`src/rtl/mips_ctrl_pkg.sv`:
```
// Shared encodings for the multi-cycle MIPS control path:
// FSM states, ALU op codes, mux selects and one-hot instruction indices.
package mips_ctrl_pkg;

    typedef enum logic [2:0] {
        S_FETCH  = 3'd0,
        S_DECODE = 3'd1,
        S_EXEC   = 3'd2,
        S_MEM    = 3'd3,
        S_WB     = 3'd4
    } state_e;

    // Coarse instruction class, used by the FSM to choose its path
    typedef enum logic [3:0] {
        C_R_ALU = 4'd0,
        C_I_ALU = 4'd1,
        C_LOAD  = 4'd2,
        C_STORE = 4'd3,
        C_BEQ   = 4'd4,
        C_BNE   = 4'd5,
        C_J     = 4'd6,
        C_JR    = 4'd7,
        C_JAL   = 4'd8
    } class_e;

    localparam logic [3:0] ALU_ADD  = 4'd0;
    localparam logic [3:0] ALU_SUB  = 4'd1;
    localparam logic [3:0] ALU_AND  = 4'd2;
    localparam logic [3:0] ALU_OR   = 4'd3;
    localparam logic [3:0] ALU_XOR  = 4'd4;
    localparam logic [3:0] ALU_NOR  = 4'd5;
    localparam logic [3:0] ALU_SLT  = 4'd6;
    localparam logic [3:0] ALU_SLTU = 4'd7;
    localparam logic [3:0] ALU_SLL  = 4'd8;
    localparam logic [3:0] ALU_SRL  = 4'd9;
    localparam logic [3:0] ALU_SRA  = 4'd10;
    localparam logic [3:0] ALU_LUI  = 4'd11;

    localparam logic ASEL_RS    = 1'b0;
    localparam logic ASEL_SHAMT = 1'b1;
    localparam logic BSEL_RT    = 1'b0;
    localparam logic BSEL_IMM   = 1'b1;

    localparam logic [1:0] RF_DST_RT = 2'd0;
    localparam logic [1:0] RF_DST_RD = 2'd1;
    localparam logic [1:0] RF_DST_31 = 2'd2;

    localparam logic [1:0] WB_ALU = 2'd0;
    localparam logic [1:0] WB_MEM = 2'd1;
    localparam logic [1:0] WB_PC  = 2'd2;

    localparam logic [1:0] PC_PLUS4  = 2'd0;
    localparam logic [1:0] PC_BRANCH = 2'd1;
    localparam logic [1:0] PC_JUMP   = 2'd2;
    localparam logic [1:0] PC_RS     = 2'd3;

    localparam int IDX_ADD   = 0;
    localparam int IDX_ADDU  = 1;
    localparam int IDX_SUB   = 2;
    localparam int IDX_SUBU  = 3;
    localparam int IDX_AND   = 4;
    localparam int IDX_OR    = 5;
    localparam int IDX_XOR   = 6;
    localparam int IDX_NOR   = 7;
    localparam int IDX_SLT   = 8;
    localparam int IDX_SLTU  = 9;
    localparam int IDX_SLL   = 10;
    localparam int IDX_SRL   = 11;
    localparam int IDX_SRA   = 12;
    localparam int IDX_SLLV  = 13;
    localparam int IDX_SRLV  = 14;
    localparam int IDX_SRAV  = 15;
    localparam int IDX_JR    = 16;
    localparam int IDX_ADDI  = 17;
    localparam int IDX_ADDIU = 18;
    localparam int IDX_ANDI  = 19;
    localparam int IDX_ORI   = 20;
    localparam int IDX_XORI  = 21;
    localparam int IDX_LW    = 22;
    localparam int IDX_SW    = 23;
    localparam int IDX_BEQ   = 24;
    localparam int IDX_BNE   = 25;
    localparam int IDX_SLTI  = 26;
    localparam int IDX_SLTIU = 27;
    localparam int IDX_LUI   = 28;
    localparam int IDX_J     = 29;
    localparam int IDX_JAL   = 30;

    // Static per-instruction control word
    typedef struct packed {
        logic [3:0] alu_op;
        logic       alu_a_sel;
        logic       alu_b_sel;
        logic       ext_sign;
        logic [1:0] rf_dst_sel;
        logic [1:0] wb_sel;
        class_e     cls;
    } ctrl_word_t;

    // A code is usable only if exactly one defined bit is set
    function automatic logic code_bad(input logic [31:0] code);
        return ($countones(code) != 1) || code[31];
    endfunction

endpackage

```
`src/rtl/multi_cycle_ctrl_table.sv`:
```
// Combinational one-hot code to static control word lookup.
// Illegal codes fall through to an all-zero word; the FSM never uses it.
module ctrl_table
    import mips_ctrl_pkg::*;
(
    input  logic [30:0] code_i,
    output ctrl_word_t  ctrl_o
);

    // Register-register ALU entry with rd destination
    function automatic ctrl_word_t r_op(input logic [3:0] op, input logic a);
        ctrl_word_t w;
        w            = '0;
        w.alu_op     = op;
        w.alu_a_sel  = a;
        w.alu_b_sel  = BSEL_RT;
        w.rf_dst_sel = RF_DST_RD;
        w.wb_sel     = WB_ALU;
        w.cls        = C_R_ALU;
        return w;
    endfunction

    // Register-immediate ALU entry with rt destination
    function automatic ctrl_word_t i_op(input logic [3:0] op, input logic sx);
        ctrl_word_t w;
        w            = '0;
        w.alu_op     = op;
        w.alu_b_sel  = BSEL_IMM;
        w.ext_sign   = sx;
        w.rf_dst_sel = RF_DST_RT;
        w.wb_sel     = WB_ALU;
        w.cls        = C_I_ALU;
        return w;
    endfunction

    // First set bit wins; multi-hot codes are trapped in DECODE anyway
    always_comb begin
        ctrl_o = '0;
        case (1'b1)
            code_i[IDX_ADD]:   ctrl_o = r_op(ALU_ADD, ASEL_RS);
            code_i[IDX_ADDU]:  ctrl_o = r_op(ALU_ADD, ASEL_RS);
            code_i[IDX_SUB]:   ctrl_o = r_op(ALU_SUB, ASEL_RS);
            code_i[IDX_SUBU]:  ctrl_o = r_op(ALU_SUB, ASEL_RS);
            code_i[IDX_AND]:   ctrl_o = r_op(ALU_AND, ASEL_RS);
            code_i[IDX_OR]:    ctrl_o = r_op(ALU_OR, ASEL_RS);
            code_i[IDX_XOR]:   ctrl_o = r_op(ALU_XOR, ASEL_RS);
            code_i[IDX_NOR]:   ctrl_o = r_op(ALU_NOR, ASEL_RS);
            code_i[IDX_SLT]:   ctrl_o = r_op(ALU_SLT, ASEL_RS);
            code_i[IDX_SLTU]:  ctrl_o = r_op(ALU_SLTU, ASEL_RS);
            code_i[IDX_SLL]:   ctrl_o = r_op(ALU_SLL, ASEL_SHAMT);
            code_i[IDX_SRL]:   ctrl_o = r_op(ALU_SRL, ASEL_SHAMT);
            code_i[IDX_SRA]:   ctrl_o = r_op(ALU_SRA, ASEL_SHAMT);
            code_i[IDX_SLLV]:  ctrl_o = r_op(ALU_SLL, ASEL_RS);
            code_i[IDX_SRLV]:  ctrl_o = r_op(ALU_SRL, ASEL_RS);
            code_i[IDX_SRAV]:  ctrl_o = r_op(ALU_SRA, ASEL_RS);
            code_i[IDX_JR]: begin
                ctrl_o.alu_op = ALU_ADD;
                ctrl_o.cls    = C_JR;
            end
            code_i[IDX_ADDI]:  ctrl_o = i_op(ALU_ADD, 1'b1);
            code_i[IDX_ADDIU]: ctrl_o = i_op(ALU_ADD, 1'b1);
            code_i[IDX_ANDI]:  ctrl_o = i_op(ALU_AND, 1'b0);
            code_i[IDX_ORI]:   ctrl_o = i_op(ALU_OR, 1'b0);
            code_i[IDX_XORI]:  ctrl_o = i_op(ALU_XOR, 1'b0);
            code_i[IDX_LW]: begin
                ctrl_o        = i_op(ALU_ADD, 1'b1);
                ctrl_o.wb_sel = WB_MEM;
                ctrl_o.cls    = C_LOAD;
            end
            code_i[IDX_SW]: begin
                ctrl_o     = i_op(ALU_ADD, 1'b1);
                ctrl_o.cls = C_STORE;
            end
            code_i[IDX_BEQ]: begin
                ctrl_o.alu_op   = ALU_SUB;
                ctrl_o.ext_sign = 1'b1;
                ctrl_o.cls      = C_BEQ;
            end
            code_i[IDX_BNE]: begin
                ctrl_o.alu_op   = ALU_SUB;
                ctrl_o.ext_sign = 1'b1;
                ctrl_o.cls      = C_BNE;
            end
            code_i[IDX_SLTI]:  ctrl_o = i_op(ALU_SLT, 1'b1);
            code_i[IDX_SLTIU]: ctrl_o = i_op(ALU_SLTU, 1'b1);
            code_i[IDX_LUI]:   ctrl_o = i_op(ALU_LUI, 1'b0);
            code_i[IDX_J]: begin
                ctrl_o.cls = C_J;
            end
            code_i[IDX_JAL]: begin
                ctrl_o.rf_dst_sel = RF_DST_31;
                ctrl_o.wb_sel     = WB_PC;
                ctrl_o.cls        = C_JAL;
            end
            default: ctrl_o = '0;
        endcase
    end

endmodule

```
`src/rtl/multi_cycle_ctrl.sv`:
```
// Main control FSM of the multi-cycle MIPS core.
// Sequences FETCH/DECODE/EXEC/MEM/WB and gates the static control word by state.
module multi_cycle_ctrl
    import mips_ctrl_pkg::*;
#(
    parameter logic [2:0] RESET_STATE = 3'd0
) (
    input  logic        clk,
    input  logic        rst,
    input  logic [31:0] code,
    input  logic        zero,
    input  logic        imem_ready,
    input  logic        dmem_ready,
    output logic [2:0]  state,
    output logic        pc_we,
    output logic        ir_we,
    output logic        rf_we,
    output logic        dmem_re,
    output logic        dmem_we,
    output logic [3:0]  alu_op,
    output logic        alu_a_sel,
    output logic        alu_b_sel,
    output logic        ext_sign,
    output logic [1:0]  rf_dst_sel,
    output logic [1:0]  wb_sel,
    output logic [1:0]  pc_sel,
    output logic        illegal
);

    state_e     state_q;
    state_e     state_d;
    ctrl_word_t cw;

    ctrl_table u_table (
        .code_i (code[30:0]),
        .ctrl_o (cw)
    );

    assign state = state_q;

    // State register; reset returns to FETCH
    always_ff @(posedge clk) begin
        if (rst) begin
            state_q <= state_e'(RESET_STATE);
        end else begin
            state_q <= state_d;
        end
    end

    // Next state and state-gated strobes/selects
    always_comb begin
        state_d    = state_q;
        pc_we      = 1'b0;
        ir_we      = 1'b0;
        rf_we      = 1'b0;
        dmem_re    = 1'b0;
        dmem_we    = 1'b0;
        illegal    = 1'b0;
        alu_op     = ALU_ADD;
        alu_a_sel  = ASEL_RS;
        alu_b_sel  = BSEL_RT;
        ext_sign   = 1'b0;
        rf_dst_sel = RF_DST_RT;
        wb_sel     = WB_ALU;
        pc_sel     = PC_PLUS4;

        if (rst) begin
            state_d = S_FETCH;
        end else begin
            // ALU controls stay stable from EXEC through WB
            if (state_q == S_EXEC || state_q == S_MEM ||
                state_q == S_WB) begin
                alu_op     = cw.alu_op;
                alu_a_sel  = cw.alu_a_sel;
                alu_b_sel  = cw.alu_b_sel;
                ext_sign   = cw.ext_sign;
                rf_dst_sel = cw.rf_dst_sel;
                wb_sel     = cw.wb_sel;
            end

            unique case (state_q)
                S_FETCH: begin
                    if (imem_ready) begin
                        ir_we   = 1'b1;
                        pc_we   = 1'b1;
                        state_d = S_DECODE;
                    end
                end
                S_DECODE: begin
                    if (code_bad(code)) begin
                        illegal = 1'b1;
                        state_d = S_FETCH;
                    end else begin
                        state_d = S_EXEC;
                    end
                end
                S_EXEC: begin
                    unique case (cw.cls)
                        C_BEQ: begin
                            pc_we   = zero;
                            pc_sel  = PC_BRANCH;
                            state_d = S_FETCH;
                        end
                        C_BNE: begin
                            pc_we   = ~zero;
                            pc_sel  = PC_BRANCH;
                            state_d = S_FETCH;
                        end
                        C_J: begin
                            pc_we   = 1'b1;
                            pc_sel  = PC_JUMP;
                            state_d = S_FETCH;
                        end
                        C_JR: begin
                            pc_we   = 1'b1;
                            pc_sel  = PC_RS;
                            state_d = S_FETCH;
                        end
                        // RF captures the current PC, which is already PC+4
                        C_JAL: begin
                            pc_we   = 1'b1;
                            pc_sel  = PC_JUMP;
                            rf_we   = 1'b1;
                            state_d = S_FETCH;
                        end
                        C_LOAD, C_STORE: state_d = S_MEM;
                        default:         state_d = S_WB;
                    endcase
                end
                S_MEM: begin
                    if (cw.cls == C_LOAD) begin
                        dmem_re = 1'b1;
                    end else begin
                        dmem_we = 1'b1;
                    end
                    if (dmem_ready) begin
                        state_d = (cw.cls == C_LOAD) ? S_WB : S_FETCH;
                    end
                end
                S_WB: begin
                    rf_we   = 1'b1;
                    state_d = S_FETCH;
                end
                default: state_d = S_FETCH;
            endcase
        end
    end

endmodule

```
`config.mk`:
```
export PLATFORM = sky130hd
export DESIGN_NAME = multi_cycle_ctrl
export DESIGN_NICKNAME = d
export VERILOG_FILES = /design/src/rtl/mips_ctrl_pkg.sv /design/src/rtl/multi_cycle_ctrl_table.sv /design/src/rtl/multi_cycle_ctrl.sv
export SDC_FILE = /design/constraint.sdc
export NUM_CORES = 1
export LEC_CHECK = 0
export ABC_AREA = 1
export CAP_MARGIN = 15
export CORE_MARGIN = 2
export CORE_UTILIZATION = 47
export DETAILED_ROUTE_END_ITERATION = 10
export PLACE_DENSITY = 0.83
export SYNTH_ARGS = -nofsm -noshare
export SYNTH_HDL_FRONTEND = slang
export SYNTH_HIERARCHICAL = 1
export SYNTH_SLANG_ARGS = --single-unit
```
`constraint.sdc`:
```
create_clock -name clk -period 5.5 [get_ports clk]
set_input_delay 0.55 -clock clk [delete_from_list [all_inputs] [get_ports clk]]
set_output_delay 0.55 -clock clk [all_outputs]
set_load 0.1 [all_outputs]
```
# [Yosys cells after proc, flatten, opt, wreduce, memory -nomap -nowiden]
# Index checks and enable logic that the tools add are counted.
[word_totals] output_inout_bits=22 word_cells=244 input_bits=37 ff_bits=3
[classes] muxes=187 n_eq_ne=14 addsub=31 bitwise=1 n_reduce_logical=10
[op_table] operator="4-bit two-way mux" n=93
[op_table] operator="2-bit two-way mux" n=35
[op_table] operator="1-bit two-way mux" n=50
[op_table] operator="1-bit by 1-bit adder with 2-bit output" n=16
[op_table] operator="2-bit by 2-bit adder with 3-bit output" n=8
[op_table] operator="3-bit by 3-bit adder with 4-bit output" n=4
[op_table] operator="4-bit by 3-bit equality test with 1-bit output, second input constant" n=4
[op_table] operator="3-bit case mux with 4 select lines" n=1
[op_table] operator="4-bit by 4-bit adder with 5-bit output" n=2
[op_table] operator="3-bit two-way mux" n=3
[op_table] operator="4-bit by 2-bit equality test with 1-bit output, second input constant" n=2
[op_table] operator="5-bit by 5-bit adder with 6-bit output" n=1
[op_table] operator="3-bit by 2-bit equality test with 1-bit output, second input constant" n=2
[op_table] operator="6-bit by 1-bit inequality test with 1-bit output, second input constant" n=1
[op_table] operator="2-bit case mux with 3 select lines" n=1
[op_table] operator="3-bit case mux with 2 select lines" n=1
[op_table] operator="2-bit OR reduction" n=3
[op_table] operator="5-bit OR reduction" n=1
[op_table] operator="4-bit equality test, second input constant" n=1
[op_table] operator="2-bit inequality test, second input constant" n=2
[op_table] operator="1-bit case mux with 2 select lines" n=2
[op_table] operator="3-bit by 1-bit equality test with 1-bit output, second input constant" n=1
[op_table] operator="3-bit equality test, second input constant" n=1
[op_table] operator="3-bit zero test" n=1
[op_table] operator="other kinds (5)" n=7

# [Logic depth before layout (Yosys ltp)]
[logic_depth] ltp_word=36 ltp_mapped=21 depth_no_buf=21

# [Modules after synthesis]
# The synthesis kept the hierarchy.
[by_module_without_submodules] module="multi_cycle_ctrl" n_inst=1 cells_each=166 area_per_inst_um2=1244.9
[by_module_without_submodules] module="ctrl_table" n_inst=1 cells_each=120 area_per_inst_um2=538.0

# [Worst setup path after synthesis]
# OpenSTA, ideal clock, no wires.
[synth_timing] kind="input to output" start="in code[23]" end="out illegal" stages=16 arrival_ns=5.922 required_time_ns=4.950 n_path_buf=0 path_slack_ns=-0.972 path_cell_list="fa_1 -> fa_1 -> inv_1 -> fa_1 -> inv_1 -> fa_1 -> fa_1 -> inv_1 -> fa_1 -> inv_1 -> ha_1 -> fa_1 -> nor2_1 -> nand3_1 -> nor2_1 -> a21oi_1"
[synth_between] elab_chain_len=10
[synth_lines] element="from (decl)" line_no="multi_cycle_ctrl.sv:10" rtl="input logic [31:0] code,"
[synth_lines] element="1-bit by 1-bit adder with 2-bit output (not written as such)" line_no="mips_ctrl_pkg.sv:102" rtl="return ($countones(code) != 1) || code[31];"
[synth_lines] element="2-bit by 2-bit adder with 3-bit output (not written as such)" line_no="mips_ctrl_pkg.sv:102"
[synth_lines] element="3-bit by 3-bit adder with 4-bit output (not written as such)" line_no="mips_ctrl_pkg.sv:102"
[synth_lines] element="4-bit by 4-bit adder with 5-bit output (not written as such)" line_no="mips_ctrl_pkg.sv:102"
[synth_lines] element="5-bit by 5-bit adder with 6-bit output (not written as such)" line_no="mips_ctrl_pkg.sv:102"
[synth_lines] element="6-bit by 1-bit inequality test with 1-bit output" line_no="mips_ctrl_pkg.sv:102"
[synth_lines] element="1-bit logical OR" line_no="mips_ctrl_pkg.sv:102"
[synth_lines] element="1-bit two-way mux" line_no="multi_cycle_ctrl.sv:90" rtl="if (code_bad(code)) begin"
[synth_lines] element="1-bit two-way mux" line_no="multi_cycle_ctrl.sv:81" rtl="unique case (state_q)"
[synth_lines] element="1-bit two-way mux" line_no="multi_cycle_ctrl.sv:67" rtl="if (rst) begin"
[synth_lines] element="to (decl)" line_no="multi_cycle_ctrl.sv:27" rtl="output logic illegal"
# Every way passes these cells.

# [Final worst setup path]
[layout_timing] start="in code[11]" end="out illegal"
# The elaborated chain is that of the path after synthesis.

==> results.rst <==
.. list-table::
   :header-rows: 1

   * - Metric
     - Value
   * - Largest area contributor in the synthesized netlist
     - fa_1
   * - Crit end category
     - output pin
   * - Count of pins over their slew limit
     - 0
   * - Number of buffer and inverter instances along the worst setup path
     - 6
   * - Most common cell after layout, fill and taps aside
     - inv_1
   * - Clk slew on worst S/H paths
     - 30 ps
   * - Hold worst-path end
     - state[0]
   * - Post-Route WL
     - approximately 4600 um
   * - Buffer type at the clock tree root
     - clkbuf_8
   * - CP Cell Sequence
     - buf_8 -> fa_1 -> inv_2 -> fa_1 -> inv_2 -> fa_1 -> fa_1 -> fa_1 -> inv_2 -> fa_1 -> inv_2 -> ha_4 -> fa_1 -> nor2_1 -> nand3_1 -> nor2_4 -> a21oi_4 -> buf_12
   * - Total congestion overflow
     - 0
   * - Number of instances on the worst hold path
     - 3
   * - Data required time at the worst endpoint
     - around 5000 ps
   * - Overall fraction of global-route tracks in use
     - 24.2%
   * - Timing-limited maximum frequency
     - 177 MHz
   * - Final worst slack
     - -156 ps
   * - Main combinational cell family by area after synthesis
     - simple AND/OR/NAND/NOR gates
   * - Remaining design rule violation count
     - 0
   * - Vias in the first global route
     - 1867
   * - Routability Congestion
     - 0.953
   * - Count of max-cap constraint violations
     - 0
   * - Wire length of the first global-routing pass
     - 8090 um
   * - Count of antenna diodes in the layout
     - 0
   * - Port bufs
     - 58
   * - Antenna-violating nets left
     - 0
   * - Drt wl/cell
     - 11.3 um
   * - Compound-gate portion of the synthesized area
     - 7.65%
   * - Avg Synthesized Cell Area
     - 6.23 um2
   * - Dominant cells by area after synthesis
     - fa_1 27%, inv_1 18%, nand2_1 8.8%, nor2_1 8.2%, ha_1 4.9%
   * - Violations in the final reports
     - negative setup slack
   * - Clk_lat worst skew
     - around 210 ps
   * - CTS buffer count
     - 3
   * - Vias per inst
     - 4.75
   * - Final hold violation count
     - 0
   * - Power density over the cells
     - 327 nW/um2
   * - Number of search-and-repair iterations in the first detailed-routing pass
     - 4
   * - Width of the die
     - 65.6 um
   * - Setup crit start kind
     - input pin
   * - YS warnings
     - 6
   * - Synth-to-Final Area Change
     - 44.2%
   * - Multiplexer share of the synthesized area
     - 0%
   * - Half-perimeter wire length after detailed placement
     - 4160 um
   * - Largest fanout on the critical path
     - 2
   * - Status
     - finished with violations
   * - Max FFs per register
     - 3
   * - Fraction of the yosys area taken by sequential cells
     - 3.37%
   * - Post-Synthesis Cell Area
     - about 1800 um2
   * - R2R Setup Slk
     - roughly 4400 ps
   * - Share of layout cells above drive strength 1
     - roughly 22%
   * - CTS tree
     - yes
   * - Launch instance of the worst register-to-register path
     - state[2]
   * - Net count, final
     - 430
   * - DR vias
     - 1943
   * - XOR/XNOR share of the synthesized area
     - 0.491%
   * - Slowest CP cell
     - fa_1
   * - Critical hold path startpoint
     - state[0]
   * - Register bit total from synthesis
     - 3
   * - Core area
     - 3660 um2
   * - Timing startpoint of the critical path
     - code[11]
   * - Initial Utilization
     - 48.7%
   * - Synth Area in Adders
     - 31.9%
   * - Site row count
     - 22
   * - Die outline area
     - 4300 um2
   * - Number of nets produced by synthesis
     - ~350
   * - Start-to-end type of the worst setup path
     - input pin to output pin
   * - Setup_tns
     - -156 ps
   * - # setup viols final
     - 1
   * - Max stage delay on crit path
     - 560 ps
   * - Final clock period utilization by the worst path
     - 103%
   * - Critical R2R Capture
     - state[1]
   * - Vertical die dimension
     - approximately 66 um
   * - Clock buffer depth
     - 2
   * - Number of post-CTS setup repair buffers
     - 0
   * - Largest delay share family, worst path
     - adder cells
   * - Normalized max-slew margin
     - 34.6%
   * - Number of cells produced by synthesis
     - 286
   * - RSZ-0062 raised after global routing
     - yes
   * - H-tree depth reported by CTS
     - 1
   * - Highest ir drop seen on vdd
     - 713 uV
   * - Transition time at the pin with the least slew margin
     - 977 ps
   * - Arrival time worst endpoint
     - approximately 5100 ps
   * - Reg2reg path depth
     - 7
   * - Post-synthesis simple-gate area fraction
     - 35.6%
   * - Fraction of synthesized cell area taken by the top area cell type
     - 26.9%
   * - Number of I/O pins
     - 59
   * - Clock sink count
     - 3
   * - Worst clock skew
     - roughly 0.042 ps
   * - Count of distinct cell types in the synthesized netlist
     - 33
   * - Most common cell on crit path
     - fa_1
   * - Type of the most critical hold path
     - flip-flop to flip-flop
   * - Violation count after the first detailed-route iteration
     - between 100 and 150
   * - Pre-CTS setup slack
     - -646 ps
   * - Number of antenna violations at the first check in global routing
     - 0
   * - Lkg Pwr
     - 1.26 nW
   * - Most used cells in the layout excluding fill and tap cells
     - 76 x inv_1, 42 x nand2_1, 40 x clkdlybuf4s50_1
   * - Largest net degree at the start of global routing
     - 12
   * - Time the final worst path needs with I/O delays and setup
     - 5660 ps
## Yosys cell counts (all sizes together)
cell type and number:
or2 5, dfxtp 3, o211ai 1, nand2 45, nand3 10, nand4 6, fa 24, a41oi 1
o21ai 8, o21a 1, nor3 9, o22ai 1, xor2 1, inv 91, nor2 53, nor4 3
a21oi 10, ha 7, buf 4, a31oi 2, nand3b 1
## kinds of logic (layout without fill, tap and decap cells)
logic type      Yosys count  after routing
compound gates           24             24
xor+xnor                  1              1
buf+inv                  95            170
simple gates            132            132
flops                     3              3
fa+ha+maj                31             31
## per-layer routing
metal	routed length [um]	vias to the layer above	global-route usage (%)
li1	-	996	-
met1	2080	886	32.8
met5	0	-	0
met3	247	6	3.08
met2	2230	55	39.9
met4	49	0	7.81
## worst max path at each step
stage	end	slack [ps]	cells past startpoint
6_report	illegal	-160	18
3_3_place_gp	illegal	-540	18
4_1_cts	illegal	-240	18
2_1_floorplan	illegal	-80	16
3_5_place_dp	illegal	-650	18
5_1_grt	illegal	-270	18
## repair_timing
item                                    CTS  global route
endpoints found under the setup margin    2             1
hold endpoints to repair                  0             0
gates resized for setup                  63             9
cloned                                    0             0
hold buffers                              0             0
pin swaps                                18            16
## where the power goes
group	internal [mW]	switching, mW
combinational	0.338	0.413
clock	0.0493	0.0136
sequential	0.0236	0.00145
total	0.411	0.428
## metrics by stage
step / hold slack (ps) / std cells / util, % / cell area [um2] / power (mW)
after detailed placement: 651 / 405 / 69.3 / 2540 / 0.749
after CTS: 656 / 409 / 70.1 / 2560 / 0.856
after floorplan: 764 / 286 / - / 1800 / 0.489
final: 656 / 409 / 70.2 / 2570 / 0.840
after global routing: 707 / 409 / 70.2 / 2570 / 0.963
after global placement: 648 / 405 / 69.3 / 2540 / 0.703
## worst reg2reg max path, cell delays in order, from the launching register on
cell and delay (ps):
dfxtp_1 360, inv_2 110, nand2_4 70, nor2_8 120, nand4_1 160, nand3_1 130, nand2_1 60, inv_1 50
## final cells by class
type | instances | area, um2
multi-input cells | 188 | 1380
fillers | 314 | 1090
repair buffers | 75 | 681
inverters | 91 | 344
flip-flops and latches | 3 | 60.1
well taps | 48 | 60.1
clock buffers | 4 | 45.0
(Power assumes the default switching activity.)
